$ cat config.mk
export PLATFORM = sky130hd
export DESIGN_NAME = eth_frame_gen_flat
export DESIGN_NICKNAME = d
export VERILOG_FILES = /design/src/rtl/eth_frame_gen_pkg.sv /design/src/rtl/eth_frame_gen_if.sv /design/src/rtl/eth_frame_gen_beat_pack.sv /design/src/rtl/eth_frame_gen.sv /design/src/flat_wrapper.sv
export SDC_FILE = /design/constraint.sdc
export NUM_CORES = 1
export LEC_CHECK = 0
export ABC_AREA = 1
export CAP_MARGIN = 25
export CORE_AREA = 2 2 150 152
export CTS_CLUSTER_DIAMETER = 100
export DETAILED_ROUTE_END_ITERATION = 12
export DIE_AREA = 0 0 152 154
export GPL_TIMING_DRIVEN = 0
export PLACE_DENSITY = 0.87
export SLEW_MARGIN = 20
export SYNTH_ARGS = -nofsm -noshare
export SYNTH_HDL_FRONTEND = slang
export SYNTH_SLANG_ARGS = --single-unit
$ cat constraint.sdc
create_clock -name sys_clk -period 7.7 [get_ports sys_clk]
set_clock_uncertainty 0.1 [all_clocks]
set_input_delay 0.77 -clock sys_clk [delete_from_list [all_inputs] [get_ports sys_clk]]
set_output_delay 0.77 -clock sys_clk [all_outputs]
set_load 0.02 [all_outputs]
$ cat src/rtl/eth_frame_gen_pkg.sv
// Shared types and constants for the Ethernet frame generator.
// Frame-size limits, stream widths, FSM state encoding and the latched command record.
package global_types;

    localparam int unsigned ETH_HDR_BYTES   = 14;
    localparam int unsigned ETH_MIN_PAYLOAD = 46;
    localparam int unsigned ETH_MAX_PAYLOAD = 1500;

    localparam int unsigned STREAM_DATA_W  = 32;
    localparam int unsigned STREAM_EMPTY_W = 2;
    localparam int unsigned BEAT_W         = 9;
    localparam int unsigned LEN_W          = 11;

    typedef enum logic [1:0] {
        IDLE,
        HDR,
        BODY
    } frame_gen_state_t;

    typedef struct packed {
        logic [47:0]      dst;
        logic [47:0]      src;
        logic [15:0]      etype;
        logic [LEN_W-1:0] len;
        logic [7:0]       seed;
    } frame_cmd_t;

    function automatic logic [LEN_W-1:0] clamp_len(input logic [LEN_W-1:0] len);
        if (len < LEN_W'(ETH_MIN_PAYLOAD)) return LEN_W'(ETH_MIN_PAYLOAD);
        if (len > LEN_W'(ETH_MAX_PAYLOAD)) return LEN_W'(ETH_MAX_PAYLOAD);
        return len;
    endfunction

endpackage

$ cat src/rtl/eth_frame_gen_if.sv
// Avalon-ST source bundle carrying the out_* transmit stream.
interface avln_st #(
    parameter int DATA_W  = 32,
    parameter int EMPTY_W = 2
);
    logic [DATA_W-1:0]  out_data;
    logic               out_sop;
    logic               out_eop;
    logic [EMPTY_W-1:0] out_empty;
    logic               out_valid;
    logic               out_ready;

    modport master (
        output out_data, out_sop, out_eop, out_empty, out_valid,
        input  out_ready
    );

    modport slave (
        input  out_data, out_sop, out_eop, out_empty, out_valid,
        output out_ready
    );
endinterface

$ cat src/rtl/eth_frame_gen_beat_pack.sv
// Combinational beat builder: beat index + latched command + payload index
// -> big-endian 32-bit word with lanes past end-of-frame zeroed, plus eop/empty.
module eth_beat_pack
    import global_types::*;
(
    input  logic [BEAT_W-1:0] beat_idx,
    input  frame_cmd_t        cmd,
    input  logic [7:0]        pay_idx,
    output logic [31:0]       data,
    output logic              eop,
    output logic [1:0]        empty
);

    logic [LEN_W-1:0]  total;
    logic [LEN_W-1:0]  byte_addr;
    logic [BEAT_W-1:0] last_beat;
    logic [95:0]       hdr_sh;
    logic [7:0]        lane;

    always_comb begin
        total     = LEN_W'(ETH_HDR_BYTES) + cmd.len;
        last_beat = BEAT_W'((total + LEN_W'(3)) >> 2) - BEAT_W'(1);
        eop       = (beat_idx == last_beat);
        empty     = 2'(LEN_W'(0) - total);
        data      = '0;
        byte_addr = '0;
        hdr_sh    = '0;
        lane      = '0;
        for (int unsigned k = 0; k < 4; k++) begin
            byte_addr = {beat_idx, 2'b00} + LEN_W'(k);
            hdr_sh    = {cmd.dst, cmd.src} << {byte_addr[3:0], 3'b000};
            if (beat_idx < BEAT_W'(3)) begin
                lane = hdr_sh[95:88];
            end else if (beat_idx == BEAT_W'(3)) begin
                if (k == 0)      lane = cmd.etype[15:8];
                else if (k == 1) lane = cmd.etype[7:0];
                else             lane = cmd.seed + pay_idx + 8'(k - 2);
            end else begin
                lane = cmd.seed + pay_idx + 8'(k);
            end
            if (byte_addr >= total) lane = '0;
            data = {data[23:0], lane};
        end
    end

endmodule

$ cat src/rtl/eth_frame_gen.sv
// Ethernet frame source: latches one command, streams header + incrementing
// payload as Avalon-ST beats under backpressure, counts completed frames.
module eth_frame_gen
    import global_types::*;
#(
    parameter int DATA_W  = 32,
    parameter int EMPTY_W = 2
) (
    input  logic        sys_clk,
    input  logic        reset,
    input  logic        cmd_valid,
    output logic        cmd_ready,
    input  logic [47:0] cmd_dst,
    input  logic [47:0] cmd_src,
    input  logic [15:0] cmd_type,
    input  logic [10:0] cmd_len,
    input  logic [7:0]  cmd_seed,
    avln_st.master      out_st,
    output logic        busy,
    output logic [15:0] frames_sent
);

    frame_gen_state_t   state_q, state_d;
    logic [BEAT_W-1:0]  beat_q, beat_d;
    logic [7:0]         pay_q, pay_d;
    frame_cmd_t         cmd_q, cmd_d;
    logic [15:0]        frames_q, frames_d;
    logic               cmd_ready_q, cmd_ready_d;
    logic               valid_q, valid_d;
    logic               sop_q, sop_d;
    logic               eop_q, eop_d;
    logic [EMPTY_W-1:0] empty_q, empty_d;
    logic [DATA_W-1:0]  data_q, data_d;
    logic               load;
    logic               beat_fire;
    logic [31:0]        pk_data;
    logic               pk_eop;
    logic [1:0]         pk_empty;

    assign beat_fire = valid_q & out_st.out_ready;

    // The packer sees the *next* beat so the outputs can be registered.
    eth_beat_pack u_pack (
        .beat_idx (beat_d),
        .cmd      (cmd_d),
        .pay_idx  (pay_d),
        .data     (pk_data),
        .eop      (pk_eop),
        .empty    (pk_empty)
    );

    always_comb begin
        state_d  = state_q;
        beat_d   = beat_q;
        pay_d    = pay_q;
        cmd_d    = cmd_q;
        frames_d = frames_q;
        load     = 1'b0;
        case (state_q)
            IDLE: begin
                if (cmd_valid && cmd_ready_q) begin
                    cmd_d   = '{dst: cmd_dst, src: cmd_src, etype: cmd_type,
                                len: clamp_len(cmd_len), seed: cmd_seed};
                    beat_d  = '0;
                    pay_d   = '0;
                    state_d = HDR;
                    load    = 1'b1;
                end
            end
            HDR, BODY: begin
                if (beat_fire) begin
                    if (eop_q) begin
                        state_d  = IDLE;
                        frames_d = frames_q + 16'd1;
                    end else begin
                        beat_d = beat_q + BEAT_W'(1);
                        if (beat_q == BEAT_W'(3))     pay_d = pay_q + 8'd2;
                        else if (beat_q > BEAT_W'(3)) pay_d = pay_q + 8'd4;
                        if (beat_q == BEAT_W'(2)) state_d = BODY;
                        load = 1'b1;
                    end
                end
            end
            default: state_d = IDLE;
        endcase
    end

    always_comb begin
        valid_d     = valid_q;
        sop_d       = sop_q;
        eop_d       = eop_q;
        empty_d     = empty_q;
        data_d      = data_q;
        cmd_ready_d = (state_d == IDLE);
        if (load) begin
            valid_d = 1'b1;
            sop_d   = (beat_d == '0);
            eop_d   = pk_eop;
            empty_d = pk_eop ? EMPTY_W'(pk_empty) : '0;
            data_d  = DATA_W'(pk_data);
        end else if (state_d == IDLE) begin
            valid_d = 1'b0;
            sop_d   = 1'b0;
            eop_d   = 1'b0;
            empty_d = '0;
            data_d  = '0;
        end
    end

    always_ff @(posedge sys_clk or posedge reset) begin
        if (reset) begin
            state_q     <= IDLE;
            beat_q      <= '0;
            pay_q       <= '0;
            cmd_q       <= '0;
            frames_q    <= '0;
            cmd_ready_q <= 1'b0;
            valid_q     <= 1'b0;
            sop_q       <= 1'b0;
            eop_q       <= 1'b0;
            empty_q     <= '0;
            data_q      <= '0;
        end else begin
            state_q     <= state_d;
            beat_q      <= beat_d;
            pay_q       <= pay_d;
            cmd_q       <= cmd_d;
            frames_q    <= frames_d;
            cmd_ready_q <= cmd_ready_d;
            valid_q     <= valid_d;
            sop_q       <= sop_d;
            eop_q       <= eop_d;
            empty_q     <= empty_d;
            data_q      <= data_d;
        end
    end

    assign cmd_ready        = cmd_ready_q;
    assign busy             = (state_q != IDLE);
    assign frames_sent      = frames_q;
    assign out_st.out_data  = data_q;
    assign out_st.out_sop   = sop_q;
    assign out_st.out_eop   = eop_q;
    assign out_st.out_empty = empty_q;
    assign out_st.out_valid = valid_q;

endmodule

$ cat src/flat_wrapper.sv
// flat-port wrapper written by rule: the top's interface ports become plain ports
module eth_frame_gen_flat import global_types::*;
#(
    parameter int DATA_W  = 32,
    parameter int EMPTY_W = 2
)
  (sys_clk, reset, cmd_valid, cmd_ready, cmd_dst, cmd_src, cmd_type, cmd_len, cmd_seed, busy, frames_sent, out_st_out_data, out_st_out_sop, out_st_out_eop, out_st_out_empty, out_st_out_valid, out_st_out_ready);
  avln_st #(.DATA_W(DATA_W), .EMPTY_W(EMPTY_W)) out_st_i ();
  input  logic sys_clk;
  input  logic reset;
  input  logic cmd_valid;
  output logic cmd_ready;
  input  logic [47:0] cmd_dst;
  input  logic [47:0] cmd_src;
  input  logic [15:0] cmd_type;
  input  logic [10:0] cmd_len;
  input  logic [7:0] cmd_seed;
  output logic busy;
  output logic [15:0] frames_sent;
  output wire logic [$bits(out_st_i.out_data)-1:0] out_st_out_data;
  output wire logic [$bits(out_st_i.out_sop)-1:0] out_st_out_sop;
  output wire logic [$bits(out_st_i.out_eop)-1:0] out_st_out_eop;
  output wire logic [$bits(out_st_i.out_empty)-1:0] out_st_out_empty;
  output wire logic [$bits(out_st_i.out_valid)-1:0] out_st_out_valid;
  input wire logic [$bits(out_st_i.out_ready)-1:0] out_st_out_ready;
  assign out_st_out_data = out_st_i.out_data;
  assign out_st_out_sop = out_st_i.out_sop;
  assign out_st_out_eop = out_st_i.out_eop;
  assign out_st_out_empty = out_st_i.out_empty;
  assign out_st_out_valid = out_st_i.out_valid;
  assign out_st_i.out_ready = out_st_out_ready;
  eth_frame_gen #(.DATA_W(DATA_W), .EMPTY_W(EMPTY_W)) u_core (.sys_clk(sys_clk), .reset(reset), .cmd_valid(cmd_valid), .cmd_ready(cmd_ready), .cmd_dst(cmd_dst), .cmd_src(cmd_src), .cmd_type(cmd_type), .cmd_len(cmd_len), .cmd_seed(cmd_seed), .out_st(out_st_i), .busy(busy), .frames_sent(frames_sent));
endmodule
# == Word level (Yosys, flattened, before mapping) ==
# Index checks and enable logic that the tools add are counted.
# word_totals
in_bits,135
reg_bits,204
# op_classes
eq_ne,6
n_lt_le_gt_ge,8
shifts,4
n_addsub,15
reduce_logical,8
mux,53
n_bitwise,1
# ops
operator,count
$shl 96x7->96,4
$mux 131,2
$mux 8,17
$mux 32,2
$ge 11x11->1,4
$mux 11,4
$add 11x2->11 const B,3
$eq 9x2->1 const B,3
$mux 9,3
$add 8x2->8 const B,3
$pmux 9 s2,1
$add 16x1->16 const B,1
$pmux 8 s2,1
$mux 1,14
$mux 2,7
$add 11x1->11 const B,1
$add 4x11->11 const A,1
$gt 11x11->1 const B,1
$lt 11x6->1 const B,1
$add 9x1->9 const B,1
$eq 9x9->1,1
$gt 9x2->1 const B,1
$logic_not 9->1,1
$lt 9x2->1 const B,1
other kinds (15),17

# == Longest topological paths before layout ==
# Gate-level depths: netlist of run 1.
# logic_depth
word_depth,17
ltp_mapped,31
mapped_depth_nobuf,29

# == Hierarchy ==
# Synthesis of run 1 repeated with hierarchy kept, for this count alone.
# hier_totals
hier_cells,1623
hier_area_um2,11766.3
# modules_own_cells
mod,area_per_inst_um2,instances,cells_each
eth_frame_gen,8583.2,1,1014
eth_beat_pack,3183.1,1,609

# == Worst setup path after synthesis of run 1 ==
# No wires, ideal clock.
# synth_path
path_type,input port to flip-flop
start,in cmd_valid
end,reg u_core.data_q[7] (netlist: u_core.out_st.out_data[7])
path_buffers,4
cell_stages,25
arrival_ps,4320
setup_slack_ps,3215
required_ps,7534
path_cell_list,nand2_1 nor2_4 buf_6 clkbuf_1 clkbuf_1 clkbuf_1 nand2_1 nand2_1 ha_1 inv_1 fa_1 o21ai_0 a21oi_1 o21ai_0 xor2_1 inv_1 nor2_1 nand2_1 inv_1 o21ai_0 nor2_1 nor2_1 nand2_1 nand3_1 nand2_1
# synth_lines
element,line,text
from (decl),flat_wrapper.sv:11,input logic cmd_valid;
to (signal assigned),eth_frame_gen.sv:134,data_q <= data_d;
to (decl),eth_frame_gen.sv:33,"logic [DATA_W-1:0] data_q, data_d;"

==> flow_summary_export.csv, run 1 <==
group,metric,value,unit
detailed_routing,detailroute.wirelength.met2,16600,um
die,effective_utilization_at_floorplan,0.536,
placed_design,post_dp_cell_area,13900,sq um
logic_synthesis,syn_inst_count,1540,
global_route,grt_pass1_wl,55900,um
die,rows,54,
logic_synthesis,synthesis.area,11600,sq um
pwr,power.combinational.fraction,0.541,
worst_setup_path,worst_reg2reg_endpoint,"u_core.out_st.out_data[7]",
pwr,static-leakage-power,7.23,nW
detailed_routing,vias_per_cell,5.49,
detailed_routing,drtPass1Iterations,5,
pwr,switchingPower,0.00280,W
detailed_routing,detail_route.wirelength.met1,14200,um
logic_synthesis,syn_area_per_cell,7.55,sq um
logic_synthesis,yosysWarnings,0,
timing,final-max-slew-violation-count,0,
global_route,pin_count_of_the_biggest_net_entering_global_routing,82,
logic_synthesis,syn-num-nets,1711,
logic_synthesis,synth-seq-cells,204,
pwr,max-vdd-ir-drop,0.204,mV
cts,root_buffer,"sky130_fd_sc_hd__clkbuf_16",
global_route,number_of_global_route_vias_before_repair,11100,
detailed_routing,totalWireLength,35100,um
logic_synthesis,async_reset_ff_frac,1.00,
timing,hold_viol,0,
detailed_routing,topRoutingLayerUsed,"met4",
worst_setup_path,crit_type,"in -> reg",
detailed_routing,via_count,11300,
worst_setup_path,cp-start-kind,"input port",
detailed_routing,routed-wl-met3,2710,um
cts,tritoncts,"yes",
cts,clock_latency,0.52,ns
logic_synthesis,postSynth.topFlopCell,"sky130_fd_sc_hd__dfrtp_1",
worst_setup_path,critical_path_peak_fanout,10,
detailed_routing,drt_drc_violations_left,0,
layout,layoutNonFillerInstCount,2053,
placed_design,dp.cells,2011,
layout,syn2layout_area_growth,26.6,%
timing,rsz_0062_raised_after_global_routing,"false",
worst_setup_path,r2r_slack,1.64,ns
detailed_routing,1st_iter_drt_viols,830,
detailed_routing,detail-route-antenna-nets,0,
timing,finalHoldWorstSlack,0.368,ns
pwr,internal_power,0.00320,W
timing,totalNegativeSetupSlack,0,ns
timing,finalCritPeriodShare,0.793,
pwr,share_clk_of_total_power,0.190,
pwr,power_density,408,nW/um^2
hold_path,timing.hold.worst_path_depth,2,
worst_setup_path,worst-endpoint-required,8.06,ns
timing,finalSetupViolCount,0,
cts,cts_made_buffers,23,
pwr,share_seq_of_total_power,0.270,
layout,layout.nets,1927,
timing,min_period,6.10,ns
die,placeableCoreArea,21700,sq um
hold_path,hold_path.class,"reg -> reg",
timing,worstMarginPinSlew,0.820,ns
placed_design,port-buffer-count,189,
placed_design,globalplace.congestion,0.959,
placed_design,place_hpwl,26400,um
cts,clock_sink_count,204,
layout,mostFrequentLayoutCells,"sky130_fd_sc_hd__nand2_1, sky130_fd_sc_hd__dfrtp_1, sky130_fd_sc_hd__clkdlybuf4s50_1",
cts,worst_setup_hold_path_clk_slew,0.06,ns
die,die_area,23400,sq um
job,drv.max_cap_violation_count,0,
timing,fmaxAchievable,164,MHz
cts,h-tree-depth,1,
hold_path,min-delay-start,"u_core.cmd_q[70]",
hold_path,worstHoldEndpoint,"u_core.cmd_q[70]",
die,die-height,154,um
die,fp.dieW,152,um
pwr,p_sw_frac,0.466,
logic_synthesis,synth_top_area_frac,0.439,
layout,stdcell_area,14700,sq um
cts,clock_path_buffers,3,
timing,max_slew_margin,0.448,
cts,cts_hold_buf,0,
cts,cts_post_setup_buffers_inserted,0,
worst_setup_path,worst_endpoint_data_arrival_time,6.46,ns
die,design.portCount,190,
detailed_routing,wire_per_inst,17.1,um
global_route,overflow,0,
worst_setup_path,worst-r2r-cell-count,27,
logic_synthesis,count_of_unique_library_cells_instantiated_by_yosys,57,
global_route,groute.usage.overall,0.295,
worst_setup_path,critPathCaptureType,"flip-flop",
logic_synthesis,synth-seq-area-share,0.439,
layout,final_common_cell,"sky130_fd_sc_hd__nand2_1",
pwr,fin_total_pwr,0.00600,W
worst_setup_path,regToRegStartpoint,"u_core.state_q[1]",
global_route,antenna_found_initial,0,
status,run_status,"finished clean",
cts,cts_resized,0,
logic_synthesis,number_of_enable_flip_flop_cells_after_synthesis,0,
logic_synthesis,yosys-top-cells-area,"sky130_fd_sc_hd__dfrtp_1, sky130_fd_sc_hd__nand2_1, sky130_fd_sc_hd__nand3_1",
layout,post_route_cells_drive_above_1_share,0.0784,
logic_synthesis,post-synth-top-area-cell,"sky130_fd_sc_hd__dfrtp_1",
layout,insertedDiodeCount,0,
[sequential cells by signal, summed over array words and instances (netlist names)]
name,flops
u_core.cmd_ready,1
u_core.out_st.out_sop,1
u_core.cmd_q,131
u_core.beat_q,9
u_core.out_st.out_valid,1
u_core.frames_sent,16
u_core.state_q,2
u_core.out_st.out_empty,2
u_core.out_st.out_eop,1
u_core.pay_q,8
u_core.out_st.out_data,32
[power groups by stage]
stage | Combinational [W] | Sequential (W) | Clock, W
2_1_floorplan | 0.00214 | 0.00165 | 0
3_3_place_gp | 0.00307 | 0.00162 | 0
3_5_place_dp | 0.00316 | 0.00163 | 0
4_1_cts | 0.00320 | 0.00161 | 0.00114
5_1_grt | 0.00357 | 0.00165 | 0.00119
6_report | 0.00324 | 0.00162 | 0.00114
[logic make-up (layout without fill, tap and decap cells)]
kind of cell,after synthesis,count (layout),share of synthesized area
multiplexers,3,3,0.00258
flip-flops,204,204,0.439
AND/OR/NAND/NOR,887,887,0.328
XOR/XNOR,30,30,0.0226
adder cells (fa/ha/maj),36,36,0.0394
buffers and inverters,185,418,0.0631
AO/OA/AOI/OAI,195,195,0.106
[per-stage QoR]
stage	setup WS, ns	utilization
floorplan	1.26	-
global placement	-1.24	0.640
detailed placement	1.22	0.642
CTS	1.74	0.679
global route	1.23	0.679
finish	1.60	0.679
[layout make-up]
class	instances	area, sq um
clock buffers	37	708
fillers	1710	6970
plain buffers	58	254
repair buffers	191	1950
inverters	127	487
well taps	280	350
multi-input cells	1151	5790
clock inverters	5	78.8
flip-flops and latches	204	5100
[per-layer routing]
metal	up-vias	GRT usage
li1	5402	-
met1	5267	0.379
met2	507	0.495
met3	94	0.0524
met4	0	0.124
met5	-	0
[synth_stat cells (all sizes together) (2+ instances only)]
| master | n |
|---|---|
| nand4 | 13 |
| nand3b | 2 |
| or2 | 10 |
| o31ai | 2 |
| xor2 | 22 |
| o221ai | 6 |
| o22ai | 3 |
| nand2 | 626 |
| buf | 19 |
| a221oi | 2 |
| nor2 | 111 |
| o211ai | 33 |
| mux2i | 3 |
| nor3b | 3 |
| nand3 | 112 |
| inv | 125 |
| ha | 35 |
| a21oi | 29 |
| dfrtp | 204 |
| o21ai | 92 |
| clkbuf | 39 |
| xnor2 | 8 |
| a32o | 13 |
| a22o | 2 |
| o21bai | 2 |
| nor3 | 8 |
| clkinv | 2 |
| a31oi | 5 |
[worst max-delay path, cell delays in order]
cell	delay [ns]
sky130_fd_sc_hd__clkdlybuf4s50_1	0.46
sky130_fd_sc_hd__nand2_1	0.12
sky130_fd_sc_hd__nor2_4	0.19
sky130_fd_sc_hd__buf_6	0.20
sky130_fd_sc_hd__clkbuf_1	0.58
sky130_fd_sc_hd__clkbuf_1	0.52
sky130_fd_sc_hd__clkbuf_1	0.46
sky130_fd_sc_hd__nand2_1	0.11
sky130_fd_sc_hd__nand2_1	0.12
sky130_fd_sc_hd__ha_1	0.19
sky130_fd_sc_hd__inv_1	0.06
sky130_fd_sc_hd__fa_1	0.39
sky130_fd_sc_hd__o21ai_0	0.30
sky130_fd_sc_hd__a21oi_1	0.11
sky130_fd_sc_hd__o21ai_0	0.20
sky130_fd_sc_hd__xor2_1	0.48
sky130_fd_sc_hd__inv_1	0.20
sky130_fd_sc_hd__nor2_1	0.21
sky130_fd_sc_hd__nand2_1	0.10
sky130_fd_sc_hd__inv_1	0.08
sky130_fd_sc_hd__o21ai_0	0.11
sky130_fd_sc_hd__nor2_1	0.12
sky130_fd_sc_hd__nor2_1	0.05
sky130_fd_sc_hd__nand2_1	0.13
sky130_fd_sc_hd__nand3_1	0.11
sky130_fd_sc_hd__nand2_1	0.08
[worst max-delay path by stage]
stage                      start                          to  slack, ns
2_1_floorplan              reset            u_core.beat_q[0]       1.26
3_3_place_gp               reset  u_core.out_st.out_data[10]      -1.24
3_5_place_dp           cmd_valid   u_core.out_st.out_data[7]       1.22
4_1_cts                cmd_valid   u_core.out_st.out_data[7]       1.74
5_1_grt        u_core.state_q[1]   u_core.out_st.out_data[7]       1.23
6_report               cmd_valid   u_core.out_st.out_data[7]       1.60
(Power assumes the default switching activity.)
==> run 2: changes to the inputs <==
clock period = 5.9 ns   (was 7.7 ns; I/O delays follow)
==> flow_summary_export.csv, run 2 (synthesis results as in run 1) <==
group,metric,value,unit
worst_setup_path,critPathCaptureType,"flip-flop",
detailed_routing,1st_iter_drt_viols,1001,
timing,hold_viol,0,
die,design.portCount,190,
layout,post_route_cells_drive_above_1_share,0.0805,
die,die-height,154,um
layout,syn2layout_area_growth,27.0,%
cts,worst_setup_hold_path_clk_slew,0.06,ns
timing,final-max-slew-violation-count,0,
cts,h-tree-depth,1,
layout,multi_input_area,5790,sq um
worst_setup_path,regToRegStartpoint,"u_core.state_q[0]",
timing,min_period,5.53,ns
detailed_routing,vias_per_cell,5.58,
detailed_routing,via_count,11500,
timing,worstMarginPinSlew,0.794,ns
worst_setup_path,worst-endpoint-required,6.26,ns
cts,clock_latency,0.54,ns
layout,mostFrequentLayoutCells,"sky130_fd_sc_hd__nand2_1, sky130_fd_sc_hd__dfrtp_1, sky130_fd_sc_hd__clkdlybuf4s50_1",
die,rows,54,
worst_setup_path,worst-r2r-cell-count,25,
global_route,groute.usage.overall,0.300,
placed_design,globalplace.congestion,0.965,
cts,clock_path_buffers,3,
cts,cts_post_setup_buffers_inserted,0,
global_route,pin_count_of_the_biggest_net_entering_global_routing,36,
placed_design,place_hpwl,27400,um
die,die_area,23400,sq um
job,drv.max_cap_violation_count,0,
timing,max_slew_margin,0.465,
pwr,max-vdd-ir-drop,0.315,mV
detailed_routing,drtPass1Iterations,7,
detailed_routing,drt_drc_violations_left,0,
worst_setup_path,r2r_slack,0.37,ns
timing,finalSetupViolCount,0,
timing,finalCritPeriodShare,0.937,
global_route,antenna_found_initial,0,
cts,root_buffer,"sky130_fd_sc_hd__clkbuf_16",
pwr,power_density,528,nW/um^2
cts,clock_sink_count,204,
global_route,grt_pass1_wl,56800,um
detailed_routing,totalWireLength,36000,um
cts,tritoncts,"yes",
global_route,overflow,0,
layout,final_common_cell,"sky130_fd_sc_hd__nand2_1",
layout,top_register,"u_core.cmd_q",
layout,register_area,5100,sq um
die,effective_utilization_at_floorplan,0.536,
layout,fin_util,0.681,
die,placeableCoreArea,21700,sq um
cts,cts_hold_buf,0,
worst_setup_path,cp-start-kind,"flip-flop",
cts,cts_resized,0,
status,run_status,"finished clean",
timing,rsz_0062_raised_after_global_routing,"false",
die,fp.dieW,152,um
timing,fmaxAchievable,181,MHz
layout,layout.nets,1930,
worst_setup_path,crit_type,"reg -> reg",
detailed_routing,wire_per_inst,17.5,um
layout,fillerInstances,1746,
worst_setup_path,worst_reg2reg_endpoint,"u_core.out_st.out_data[11]",
cts,cts_made_buffers,23,
pwr,static-leakage-power,7.24,nW
global_route,number_of_global_route_vias_before_repair,11100,
worst_setup_path,worst_endpoint_data_arrival_time,5.89,ns
detailed_routing,detail-route-antenna-nets,0,
hold_path,hold_path.class,"in -> async",
timing,totalNegativeSetupSlack,0,ns
layout,largest_reg_flops,131,
timing,finalHoldWorstSlack,0.325,ns
worst_setup_path,critical_path_peak_fanout,19,
placed_design,port-buffer-count,189,
[run 2: cell count changes in the layout (fill, tap and decap cells not counted), sizes merged]
cell,change
clkbuf,-3
clkinv,+2
clkinvlp,+2
bufinv,-1
diode,+1
buf,+4
inv,-1
[run 2: stage by stage]
step                area (sq um)  total power [W]  std cells  worst slack [ns]
global placement           13900          0.00611       2009            -0.329
floorplan                  11600          0.00494       1540              1.55
CTS                        14800          0.00773       2057             0.147
global route               14800          0.00830       2056            0.0411
finish                     14800          0.00780       2057             0.370
detailed placement         14000          0.00626       2016            -0.335
[run 2: layout make-up]
class                   count  area share
diodes                      1    0.000169
plain buffers              56      0.0169
clock buffers              35      0.0447
clock inverters             7     0.00551
inverters                 127      0.0327
multi-input cells        1151       0.392
flip-flops and latches    204       0.346
well taps                 280      0.0237
repair buffers            196       0.138
[run 2: critical path, stage by stage (launching register included)]
cell and delay [ns]:
sky130_fd_sc_hd__dfrtp_1 0.39, sky130_fd_sc_hd__inv_1 0.09, sky130_fd_sc_hd__ha_1 0.23, sky130_fd_sc_hd__inv_2 0.08, sky130_fd_sc_hd__nor2_4 0.18, sky130_fd_sc_hd__buf_6 0.26, sky130_fd_sc_hd__or2_1 0.15, sky130_fd_sc_hd__nand2_2 0.14
sky130_fd_sc_hd__ha_1 0.28, sky130_fd_sc_hd__nand2_2 0.10, sky130_fd_sc_hd__nand2_1 0.08, sky130_fd_sc_hd__inv_1 0.07, sky130_fd_sc_hd__nand3b_1 0.08, sky130_fd_sc_hd__nand2_1 0.14, sky130_fd_sc_hd__inv_1 0.10, sky130_fd_sc_hd__ha_1 0.29
sky130_fd_sc_hd__nand4_1 0.13, sky130_fd_sc_hd__a21oi_1 0.08, sky130_fd_sc_hd__a2111oi_0 0.55, sky130_fd_sc_hd__nand2_1 0.24, sky130_fd_sc_hd__nor2_2 0.45, sky130_fd_sc_hd__inv_1 0.12, sky130_fd_sc_hd__nor2_1 0.49, sky130_fd_sc_hd__inv_1 0.19
sky130_fd_sc_hd__a31oi_1 0.27, sky130_fd_sc_hd__a22o_1 0.17
[run 2: how the worst max path moves through the flow]
| stage | start | endpoint | slack, ns | cells after the start |
|---|---|---|---|---|
| after floorplan | u_core.state_q[0] | u_core.out_st.out_data[7] | 1.55 | 27 |
| after global placement | cmd_valid | u_core.out_st.out_data[7] | -0.33 | 26 |
| after detailed placement | cmd_valid | u_core.out_st.out_data[7] | -0.33 | 26 |
| after CTS | u_core.state_q[0] | u_core.out_st.out_data[7] | 0.15 | 26 |
| after global routing | u_core.state_q[0] | u_core.out_st.out_data[7] | 0.04 | 26 |
| final | u_core.state_q[0] | u_core.out_st.out_data[11] | 0.37 | 25 |
[run 2: report_power, final]
group | internal, W | leakage (nW) | total, W | switching (W)
Sequential | 0.00192 | 2.58 | 0.00211 | 0.000197
Clock | 0.000823 | 0.362 | 0.00143 | 0.000603
Combinational | 0.00136 | 4.30 | 0.00426 | 0.00290
[run 2: per-layer routing]
metal | share of wire | track usage | wire (um)
met5 | 0 | 0 | 0
met4 | 0.048 | 0.137 | 1730
met1 | 0.40 | 0.391 | 14400
met3 | 0.073 | 0.0411 | 2620
met2 | 0.48 | 0.502 | 17200
